--- config.mk ---
export PLATFORM = sky130hd
export DESIGN_NAME = ref_clk_training_ctrl
export DESIGN_NICKNAME = d
export VERILOG_FILES = /design/src/rtl/ref_clk_trn_pkg.sv /design/src/rtl/ref_clk_trn_filter.sv /design/src/rtl/ref_clk_training_ctrl.sv
export SDC_FILE = /design/constraint.sdc
export NUM_CORES = 1
export LEC_CHECK = 0
export CAP_MARGIN = 0
export CORE_ASPECT_RATIO = 1.25
export CORE_MARGIN = 3
export CORE_UTILIZATION = 40
export DETAILED_ROUTE_END_ITERATION = 16
export HOLD_SLACK_MARGIN = 0.15
export PLACE_DENSITY = 0.59
export SETUP_SLACK_MARGIN = 0.15
export SYNTH_ARGS = -nofsm -noshare
export SYNTH_HDL_FRONTEND = slang
export SYNTH_SLANG_ARGS = --single-unit
--- constraint.sdc ---
create_clock -name FAB_CLK -period 3.5 [get_ports FAB_CLK]
set_input_delay 0.7 -clock FAB_CLK [delete_from_list [all_inputs] [get_ports FAB_CLK]]
set_output_delay 0.7 -clock FAB_CLK [all_outputs]
set_load 0.03 [all_outputs]
--- src/rtl/ref_clk_trn_pkg.sv ---
`default_nettype none
// ============================================================================
// Module   : ref_clk_trn_pkg
// Brief    : Shared types and constants for the reference-clock training ctrl
// Revision : 1.0 - initial release
// ============================================================================
package ref_clk_trn_pkg;

   localparam int TAP_W = 8;

   typedef enum logic [2:0] {
      ST_IDLE   = 3'd0,
      ST_LOAD   = 3'd1,
      ST_SETTLE = 3'd2,
      ST_SAMPLE = 3'd3,
      ST_STEP   = 3'd4,
      ST_DONE   = 3'd5,
      ST_FAIL   = 3'd6
   } state_t;

endpackage
`default_nettype wire

--- src/rtl/ref_clk_trn_filter.sv ---
`default_nettype none
// ============================================================================
// Module   : ref_clk_trn_filter
// Brief    : FILTER_COUNT-deep stability checker on one sampled clock bit
// Revision : 1.0 - initial release
// ============================================================================
module ref_clk_trn_filter #(
   parameter int FILTER_COUNT = 4
) (
   input  logic clk,
   input  logic rst_n,
   input  logic i_clear,
   input  logic i_sample_en,
   input  logic i_data,
   output logic o_valid,
   output logic o_stable,
   output logic o_level
);

   localparam logic [3:0] C_LAST = 4'(FILTER_COUNT - 1);

   logic [3:0] r_cnt;
   logic       r_first;
   logic       r_mismatch;
   logic       w_first_now;

   always_ff @(posedge clk or negedge rst_n) begin
      if (!rst_n) begin
         r_cnt      <= '0;
         r_first    <= 1'b0;
         r_mismatch <= 1'b0;
      end else if (i_clear) begin
         r_cnt      <= '0;
         r_first    <= 1'b0;
         r_mismatch <= 1'b0;
      end else if (i_sample_en) begin
         if (r_cnt == 4'd0)
            r_first <= i_data;
         else if (i_data != r_first)
            r_mismatch <= 1'b1;
         if (r_cnt != C_LAST)
            r_cnt <= r_cnt + 4'd1;
      end
   end

   // Outputs include the current sample so the verdict is ready on the last capture cycle
   assign w_first_now = (r_cnt == 4'd0);
   assign o_valid     = i_sample_en && (r_cnt == C_LAST);
   assign o_level     = w_first_now ? i_data : r_first;
   assign o_stable    = w_first_now || (!r_mismatch && (i_data == r_first));

endmodule
`default_nettype wire

--- src/rtl/ref_clk_training_ctrl.sv ---
`default_nettype none
// ============================================================================
// Module   : ref_clk_training_ctrl
// Brief    : Sweeps the CK0 RX delay line upward to find the first stable clock edge
// Revision : 1.0 - initial release
// ============================================================================
module ref_clk_training_ctrl
   import ref_clk_trn_pkg::*;
#(
   parameter int SETTLE_CYCLES = 8,
   parameter int FILTER_COUNT  = 4,
   parameter int MAX_TAPS      = 128
) (
   input  logic             FAB_CLK,
   input  logic             ARST_N,
   input  logic             TRAINING_START,
   input  logic [7:0]       RX_DATA_0,
   input  logic             DELAY_LINE_OUT_OF_RANGE_0,
   output logic             DELAY_LINE_LOAD_0,
   output logic             DELAY_LINE_MOVE_0,
   output logic             DELAY_LINE_DIRECTION_0,
   output logic             BUSY,
   output logic             TRAINING_DONE,
   output logic             TRAINING_FAIL,
   output logic [TAP_W-1:0] TAP_COUNT
);

   localparam logic [7:0]       C_SETTLE_LAST = 8'(SETTLE_CYCLES - 1);
   localparam logic [TAP_W-1:0] C_MAX_TAPS    = TAP_W'(MAX_TAPS);

   state_t           r_state;
   logic [7:0]       r_settle_cnt;
   logic [TAP_W-1:0] r_tap;
   logic             r_ref;
   logic             r_ref_valid;
   logic             r_oor_seen;
   logic             r_load;
   logic             r_move;
   logic             r_busy;
   logic             r_done;
   logic             r_fail;

   logic             w_sample_en;
   logic             w_oor;
   logic             w_filt_valid;
   logic             w_filt_stable;
   logic             w_filt_level;
   logic             w_rx_unused;

   assign w_sample_en = (r_state == ST_SAMPLE);
   assign w_oor       = r_oor_seen | DELAY_LINE_OUT_OF_RANGE_0;
   assign w_rx_unused = ^RX_DATA_0[6:0];

   ref_clk_trn_filter #(
      .FILTER_COUNT (FILTER_COUNT)
   ) u_filter (
      .clk         (FAB_CLK),
      .rst_n       (ARST_N),
      .i_clear     (!w_sample_en),
      .i_sample_en (w_sample_en),
      .i_data      (RX_DATA_0[7]),
      .o_valid     (w_filt_valid),
      .o_stable    (w_filt_stable),
      .o_level     (w_filt_level)
   );

   always_ff @(posedge FAB_CLK or negedge ARST_N) begin
      if (!ARST_N) begin
         r_state      <= ST_IDLE;
         r_settle_cnt <= '0;
         r_tap        <= '0;
         r_ref        <= 1'b0;
         r_ref_valid  <= 1'b0;
         r_oor_seen   <= 1'b0;
         r_load       <= 1'b0;
         r_move       <= 1'b0;
         r_busy       <= 1'b0;
         r_done       <= 1'b0;
         r_fail       <= 1'b0;
      end else begin
         case (r_state)
            ST_IDLE, ST_DONE, ST_FAIL: begin
               if (TRAINING_START) begin
                  r_state     <= ST_LOAD;
                  r_load      <= 1'b1;
                  r_busy      <= 1'b1;
                  r_done      <= 1'b0;
                  r_fail      <= 1'b0;
                  r_tap       <= '0;
                  r_ref_valid <= 1'b0;
               end
            end
            ST_LOAD: begin
               r_load       <= 1'b0;
               r_settle_cnt <= '0;
               r_state      <= ST_SETTLE;
            end
            ST_SETTLE: begin
               if (r_settle_cnt == C_SETTLE_LAST) begin
                  r_state    <= ST_SAMPLE;
                  r_oor_seen <= 1'b0;
               end else begin
                  r_settle_cnt <= r_settle_cnt + 8'd1;
               end
            end
            ST_SAMPLE: begin
               r_oor_seen <= w_oor;
               if (w_filt_valid) begin
                  // End-stop has priority over any edge seen at this tap
                  if (w_oor) begin
                     r_state <= ST_FAIL;
                     r_busy  <= 1'b0;
                     r_fail  <= 1'b1;
                  end else if (r_ref_valid && w_filt_stable && (w_filt_level != r_ref)) begin
                     r_state <= ST_DONE;
                     r_busy  <= 1'b0;
                     r_done  <= 1'b1;
                  end else begin
                     if (!r_ref_valid && w_filt_stable) begin
                        r_ref       <= w_filt_level;
                        r_ref_valid <= 1'b1;
                     end
                     r_state <= ST_STEP;
                     // MOVE is registered on entry so it coincides with the STEP cycle
                     if (r_tap != C_MAX_TAPS) begin
                        r_move <= 1'b1;
                        r_tap  <= r_tap + 1'b1;
                     end
                  end
               end
            end
            ST_STEP: begin
               r_move <= 1'b0;
               if (r_move) begin
                  r_settle_cnt <= '0;
                  r_state      <= ST_SETTLE;
               end else begin
                  r_state <= ST_FAIL;
                  r_busy  <= 1'b0;
                  r_fail  <= 1'b1;
               end
            end
            default: begin
               r_state <= ST_IDLE;
               r_load  <= 1'b0;
               r_move  <= 1'b0;
               r_busy  <= 1'b0;
            end
         endcase
      end
   end

   assign DELAY_LINE_LOAD_0      = r_load;
   assign DELAY_LINE_MOVE_0      = r_move;
   assign DELAY_LINE_DIRECTION_0 = r_busy;
   assign BUSY                   = r_busy;
   assign TRAINING_DONE          = r_done;
   assign TRAINING_FAIL          = r_fail;
   assign TAP_COUNT              = r_tap;

endmodule
`default_nettype wire
; ---- Yosys cells after proc, flatten, opt, wreduce, memory -nomap -nowiden
; Index checks and enable logic that the tools add are counted.
[classes]
n_addsub = 3
n_eq_ne = 29
muxes = 51
bitwise = 6
n_reduce_logical = 30
[ops]
columns = cell, n
row1 = $mux 8, 7
row2 = $ne 2x2->1 const B, 15
row3 = $mux 1, 27
row4 = $reduce_and 5->1, 5
row5 = $pmux 8 s3, 1
row6 = $add 8x1->8 const B, 2
row7 = $pmux 8 s2, 1
row8 = $pmux 3 s5, 1
row9 = $mux 3, 4
row10 = $reduce_and 6->1, 2
row11 = $pmux 1 s2, 5
row12 = $eq 3x3->1 const B, 3
row13 = $eq 8x3->1 const B, 1
row14 = $mux 4, 2
row15 = $ne 8x8->1 const B, 1
row16 = $eq 3x2->1 const B, 2
row17 = $reduce_and 2->1, 3
row18 = $reduce_and 3->1, 2
row19 = $reduce_bool 3->1, 2
row20 = $reduce_or 3->1, 2
row21 = $logic_and 1x1->1, 5
row22 = $not 1->1, 5
row23 = $reduce_or 5->1, 1
row24 = $add 4x1->4 const B, 1
row25 = 16 further kinds, 19
[word_totals]
regBits = 33
input_bits = 12
output_inout_bits = 14

; ---- Logic depth before layout (Yosys ltp)
; Gate-level depths: netlist of run 1.
[depth]
ltp_word = 9
mapped_depth = 7

; ---- Cells and area by module
; Synthesis of run 1 repeated with hierarchy kept, for this count alone.
[hier_totals]
cells_unflattened = 220
hier_area_um2 = 1976.9
[by_module_without_submodules]
columns = module, instances, cells_per_inst, area_per_inst_um2
row1 = ref_clk_training_ctrl, 1, 184, 1626.6
row2 = ref_clk_trn_filter, 1, 36, 350.3

; ---- Least setup slack after synthesis of run 1
; No wires, ideal clock.
[synth_timing]
path_type = input-to-reg
from = input port RX_DATA_0[7]
to = register r_tap[4] (netlist: TAP_COUNT[4])
arrival_ps = 1898
t_required_ps = 3431
slack_ps = 1533
path_stages = 5
path_buffers = 0
path_cell_list = xor2_1 > a311oi_2 > nand2_1 > or4_1 > nand3_1
[synth_between]
elab_chain_cells = 7
elab_cells_between_ends = 9
classes_between = eq/ne: 3 / mux: 1 / reduce/logical: 5
[synth_rtl]
columns = item, line
row1 = start: declaration, ref_clk_training_ctrl.sv:17  ; input logic [7:0] RX_DATA_0,
row2 = $eq 1x1->1, ref_clk_trn_filter.sv:50  ; assign o_stable = w_first_now || (!r_mismatch && (i_data == r_first));
row3 = $logic_and 1x1->1, ref_clk_trn_filter.sv:50
row4 = $logic_or 1x1->1, ref_clk_trn_filter.sv:50
row5 = $logic_and 1x1->1, ref_clk_training_ctrl.sv:114  ; end else if (r_ref_valid && w_filt_stable && (w_filt_level != r_ref)) begin
row6 = $logic_and 1x1->1 *, ref_clk_training_ctrl.sv:114
row7 = $ne 2x2->1 (no source line) *, --
row8 = $reduce_and 6->1 (no source line) *, --
row9 = end signal: assignment, ref_clk_training_ctrl.sv:127  ; r_tap <= r_tap + 1'b1;
row10 = end: declaration, ref_clk_training_ctrl.sv:33  ; logic [TAP_W-1:0] r_tap;
; Every way passes the cells marked *; elsewhere a longest branch is shown, timed or not.
; A chain may end at the register's enable or synchronous reset.

; ---- Worst setup path after layout of run 1
[layout_timing]
from = input port RX_DATA_0[7]
to = register r_ref
[layout_between]
elab_chain_cells = 7
elab_cells_between_ends = 10
classes_between = eq/ne: 2 / mux: 1 / bitwise: 1 / reduce/logical: 6
[layout_rtl]
columns = item, line
row1 = $eq 1x1->1, ref_clk_trn_filter.sv:50
row2 = $logic_and 1x1->1, ref_clk_trn_filter.sv:50
row3 = $logic_or 1x1->1, ref_clk_trn_filter.sv:50
row4 = $logic_and 1x1->1 (2 in series), ref_clk_training_ctrl.sv:114
row5 = $not 1->1 (no source line), --
row6 = $reduce_and 5->1 (no source line), --
row7 = end signal: assignment, ref_clk_training_ctrl.sv:120  ; r_ref <= w_filt_level;
row8 = end: declaration, ref_clk_training_ctrl.sv:34  ; logic r_ref;
; Parallel ways exist; a longest one is shown, timed or not.

==> results of run 1 <==
stage by stage:
step                      setup WS [ps]  instances
final                              1080        295
after global routing                898        295
after CTS                          1090        295
after detailed placement            794        287
after global placement              817        287
after floorplan                    1530        216
area by class of cell:
cell class / instances / area, sq um
fill: 447 / 2470
multi-input combinational: 162 / 1070
sequential: 33 / 826
timing repair buffer: 20 / 195
tap: 60 / 75.1
clock buffer: 5 / 68.8
clock inverter: 3 / 46.3
inverter: 12 / 45.0
registers in the layout (all words and copies together) (netlist names):
signal and cells:
TAP_COUNT 8, r_settle_cnt 8, u_filter.r_cnt 4, r_state 3, BUSY 1, DELAY_LINE_LOAD_0 1
DELAY_LINE_MOVE_0 1, TRAINING_DONE 1, TRAINING_FAIL 1, r_oor_seen 1, r_ref 1, r_ref_valid 1
u_filter.r_first 1, u_filter.r_mismatch 1
cell families after synthesis:
kind of cell,after synthesis
compound gates,55
xor+xnor,14
fa+ha+maj,5
buf+inv,21
flops,33
mux,4
simple gates,84
layout by cell type, fill, tap and decap left out, drive strengths merged, types with 2 or more instances in the layout:
cell	n
o211ai	2
xor2	4
nand3	12
mux2i	3
or2	3
nand2	17
ha	5
clkdlybuf4s50	18
a21o	4
nand4	2
a21oi	9
or3	3
or4	2
a211oi	2
nor3	6
clkbuf	5
o22a	3
inv	12
a41oi	2
a311oi	2
dfrtp	33
o21ai	14
a31oi	5
buf	2
nor2	23
xnor2	10
nor2b	2
o22ai	4
nor4	4
nor3b	4
o31ai	2
worst max-delay path, stage by stage:
cell and delay (ps):
clkdlybuf4s50_1 490, xor2_1 190, or2_0 210, a2111oi_1 680
a31oi_1 170, a41oi_1 180
power groups by stage:
stage               clock, mW  combinational, mW  sequential [mW]
floorplan                   0              0.601            0.603
global placement            0              0.771            0.597
detailed placement          0              0.775            0.596
CTS                     0.387              0.778            0.591
global route            0.403              0.875            0.612
finish                  0.377              0.769            0.591
routing by layer:
metal | part of all wire | vias to the layer above
met1 | 0.49 | 778
met2 | 0.47 | 34
li1 | - | 817
met4 | 0.0091 | 0
met3 | 0.028 | 4
met5 | 0 | -
worst max-delay path by stage:
stage                         endpoint  slack [ps]  depth (start not counted)
after floorplan           TAP_COUNT[4]        1530                          5
after global placement    TAP_COUNT[4]         820                          6
after detailed placement         r_ref         790                          6
after CTS                        r_ref        1090                          6
after global routing             r_ref         900                          6
final                            r_ref        1080                          6
==> reports/qor.yml, run 1 <==
outcome:
  status: "complete, no violations"
clocking:
  cts_hold_buf: 0
  htreeDepth: 2
  cts-buffers-inserted: 5
  clk_latency_ps: 300
  clockBufferDepth: 2
  post_cts_buffers: 0
  clock-root-buffer: "clkbuf_8"
  clkTransAtPathRegs_ps: 80
  cts.sinks: 33
  cts_tree: "yes"
  cts_resized: 0
drt:
  drcViolationCount: 0
  viasPerCell: 5.54
  wl_per_cell_um: 14.5
  firstDrtPassIters: 4
  antenna_left: 0
  vias: 1633
  drtIter0Drc: 117
  routed_wl_mm: 4.28
grt:
  met3_usage: 0.0355
  antenna_found_initial: 0
  globalRouteTotalUtil: 0.164
  grt_first_pass_wirelength_mm: 7.83
  grt_overflow: 0
  top_usage_layer: "met2"
  use_met1: 0.226
  grt_max_degree: 34
  use_met2: 0.254
  grt_pass1_vias: 1633
synth:
  synth.yosys.seq_area_share: 0.412
  synth_top_family_by_area: "simple AND/OR/NAND/NOR gates"
  muxShareOfSynthArea: 0.0206
  synth_compound_area_frac: 0.188
  postSynth.asyncResetShare: 1.00
  synth_edf_count: 0
  synthesis.area_sq_um: 2010
  synth_ff_type: "dfrtp_1"
  synthTopCellsByArea: "dfrtp_1, xnor2_1, nor2_1, o21ai_0, nand2_1"
  synth.avg_cell_area_sq_um: 9.29
  syn_inst: 216
  yosysMostFrequentCell: "dfrtp_1"
  yosys.area_share.simple: 0.235
  ys_warn_count: 0
  syn-num-nets: 233
  synth_seq_cells: 33
  synth_fa_ha_area_frac: 0.0312
  ys_types: 54
  synth_common_cells: "dfrtp_1, nor2_1, nand2_1"
  synth_top_cell_by_area: "dfrtp_1"
  synth_xor_area_frac: 0.0611
  synth_top_cell_area_share: 0.412
pwr:
  total_power_mw: 1.74
  p_int_mw: 1.00
  p_sw_frac: 0.423
  seqPwrFrac: 0.340
  switchingPower_mw: 0.735
  p_comb_frac: 0.443
  peakVddDrop_mv: 0.268
  p_leak_nw: 0.946
  power_density_nw_per_um2: 746
  clkPwrFrac: 0.217
flow_run:
  cap_violations: 0
sta:
  relSlewSlack: 0.537
  setup_viol: 0
  slew_viol_final: 0
  clock_skew_ps: 12.3
  rsz0062_at_grt: "false"
  min_period_ps: 2420
  finalHoldViolCount: 0
  tightest_slew_ps: 693
  max_freq_mhz: 413
  whs_ps: 517
  fin_crit_sh: 0.692
  fin_setup_tns_ps: 0
place:
  placed_area_sq_um: 2210
  portBuffers: 18
  gp_congestion: 0.735
  dp_hpwl_mm: 2.90
critical_path:
  criticalPathCategory: "input port to flop"
  reg2reg_to: "TAP_COUNT[0]"
  worstSetupStartpointType: "input port"
  critPathLaunch: "RX_DATA_0[7]"
  cp_data_required_time_ps: 3700
  r2r_cells: 6
  r2r_start: "u_filter.r_cnt[1]"
  critPathArrivalTime_ps: 2630
  end_kind: "flop"
  crit_fanout: 5
  reg2reg_setup_slack_ps: 1370
final_layout:
  layout-drive-gt1-share: 0.0894
  n_antenna_cell: 0
  post-route-util: 0.485
  nets: 251
  final_area_sq_um: 2330
  flow.area_growth_from_synthesis_pct: 16.2
die:
  fp.dieW_um: 69.3
  ios: 26
  core_area_sq_um: 4800
  die_y_um: 85.2
  initial_core_util: 0.418
  die_area_sq_um: 5910
  rows: 28
worst_hold_path:
  hold_depth: 1
  holdPathEnd: "TRAINING_FAIL"
  hold_class: "flop to flop"
  hold_path_startpoint: "TRAINING_FAIL"
Note: power is estimated with default switching activity, not from simulation.
==> run 2: changes to the inputs <==
==> constraint.sdc (replaced) <==
create_clock -name FAB_CLK -period 2.25 [get_ports FAB_CLK]
set_input_delay 0.45 -clock FAB_CLK [delete_from_list [all_inputs] [get_ports FAB_CLK]]
set_output_delay 0.45 -clock FAB_CLK [all_outputs]
set_load 0.03 [all_outputs]
==> reports/qor.yml, run 2 (synthesis gave the netlist of run 1 again) <==
final_layout:
  n_antenna_cell: 0  # unchanged
  flow.area_growth_from_synthesis_pct: 21.1  # was 16.2%
  final_area_sq_um: 2430  # was 2330 sq um
  fillers: 475  # was 447
  post-route-util: 0.506  # was 0.485
  final_cell_mix: "dfrtp_1, nor2_1, clkdlybuf4s50_1"  # unchanged
  layout-drive-gt1-share: 0.160  # was 0.0894
  nets: 266  # was 251
  final_common_cell: "dfrtp_1"  # unchanged
pwr:
  peakVddDrop_mv: 0.440  # was 0.268 mV
  total_power_mw: 2.68  # was 1.74 mW
  p_leak_nw: 1.01  # was 0.946 nW
  power_density_nw_per_um2: 1100  # was 746 nW/um^2
clocking:
  clockBufferDepth: 2  # unchanged
  clkTransAtPathRegs_ps: 80  # about the same
  clk_latency_ps: 290  # was 300 ps
  cts.sinks: 33  # unchanged
  cts-buffers-inserted: 5  # unchanged
  htreeDepth: 2  # unchanged
  post_cts_buffers: 0  # unchanged
  cts_hold_buf: 0  # unchanged
  clock-root-buffer: "clkbuf_8"  # unchanged
  cts_tree: "yes"  # unchanged
  cts_resized: 0  # unchanged
drt:
  drtIter0Drc: 53  # was 117
  vias: 1684  # was 1633
  firstDrtPassIters: 4  # unchanged
  wl_per_cell_um: 14.5  # about the same
  antenna_left: 0  # unchanged
  viasPerCell: 5.43  # was 5.54
  drcViolationCount: 0  # unchanged
  routed_wl_mm: 4.50  # was 4.28 mm
critical_path:
  end_kind: "flop"  # unchanged
  critPathArrivalTime_ps: 2180  # was 2630 ps
  worstSetupStartpointType: "input port"  # unchanged
  criticalPathCategory: "input port to flop"  # unchanged
  slowest_stage: "clkdlybuf4s50_1"  # was a2111oi_1
  endpoint: "TAP_COUNT[4]"  # was r_ref
  cp_data_required_time_ps: 2480  # was 3700 ps
  r2r_cells: 7  # was 6
  reg2reg_to: "TAP_COUNT[4]"  # was TAP_COUNT[0]
  critPathLaunch: "RX_DATA_0[7]"  # unchanged
  r2r_start: "u_filter.r_cnt[0]"  # was u_filter.r_cnt[1]
  max_stage_delay_ps: 490  # was 680 ps
  crit_chain: "clkdlybuf4s50_1, xor2_1, a311oi_2, nand2_2, or4_1, nand3_1"  # was clkdlybuf4s50_1, xor2_1, or2_0, a2111oi_1, a31oi_1, a41oi_1
  crit_fanout: 6  # was 5
  reg2reg_setup_slack_ps: 300  # was 1370 ps
sta:
  tightest_slew_ps: 500  # was 693 ps
  fin_setup_tns_ps: 0  # unchanged
  min_period_ps: 1950
  slew_viol_final: 0  # unchanged
  fin_crit_sh: 0.869
  relSlewSlack: 0.664  # was 0.537
  setup_viol: 0  # unchanged
  clock_skew_ps: 7.41  # was 12.3 ps
  finalHoldViolCount: 0  # unchanged
  max_freq_mhz: 512
  rsz0062_at_grt: "false"  # unchanged
place:
  gp_congestion: 0.768  # was 0.735
  dp_hpwl_mm: 3.21  # was 2.90 mm
  portBuffers: 18  # unchanged
  placed_area_sq_um: 2330  # was 2210 sq um
grt:
  globalRouteTotalUtil: 0.167  # was 0.164
  grt_pass1_vias: 1716  # was 1633
  grt_first_pass_wirelength_mm: 8.01  # was 7.83 mm
  grt_max_degree: 34  # unchanged
  grt_overflow: 0  # unchanged
  antenna_found_initial: 0  # unchanged
flow_run:
  cap_violations: 0  # unchanged
worst_hold_path:
  hold_class: "flop to flop"  # unchanged
  hold_path_startpoint: "TRAINING_FAIL"  # unchanged
die:
  die_area_sq_um: 5910  # unchanged
  rows: 28  # unchanged
  die_y_um: 85.2  # unchanged
  initial_core_util: 0.418  # unchanged
  core_area_sq_um: 4800  # unchanged
  fp.dieW_um: 69.3  # unchanged
  ios: 26  # unchanged
outcome:
  status: "complete, no violations"  # unchanged
[run 2: area by class of cell]
type                    count  area [sq um]  share of cell area
repair buffers             35           308               0.127
flip-flops and latches     33           826               0.340
clock inverters             3          17.5             0.00721
clock buffers               5          68.8              0.0283
well taps                  60          75.1              0.0309
multi-input cells         162          1090               0.449
inverters                  12          45.0              0.0185
[run 2: worst min path at each step]
stage | endpoint | depth (start not counted)
after CTS | TRAINING_FAIL | 1
after detailed placement | TRAINING_FAIL | 1
after floorplan | BUSY | 0
after global placement | TRAINING_FAIL | 1
after global routing | TRAINING_FAIL | 1
final | TRAINING_FAIL | 1
[run 2: power breakdown]
part | switching (mW) | internal [mW]
clock network | 0.242 | 0.214
registers | 0.175 | 0.728
logic | 0.746 | 0.575
[run 2: critical path, delay by kind of cell]
family	cells	cell delay, ps
simple gates	3	710
buf+inv	1	490
compound gates	1	300
xor+xnor	1	230
[run 2: metrics by stage]
step	worst slack (ps)	cells	hold slack [ps]
3_3_place_gp	-60.8	302	497
6_report	295	310	503
3_5_place_dp	-83.3	302	489
2_1_floorplan	403	216	154
4_1_cts	218	310	507
5_1_grt	163	310	536
[run 2: layer usage]
metal	track usage	wire, um
met1	0.225	2220
met2	0.276	2150
met4	0.0480	42
met3	0.0296	76
met5	0	0
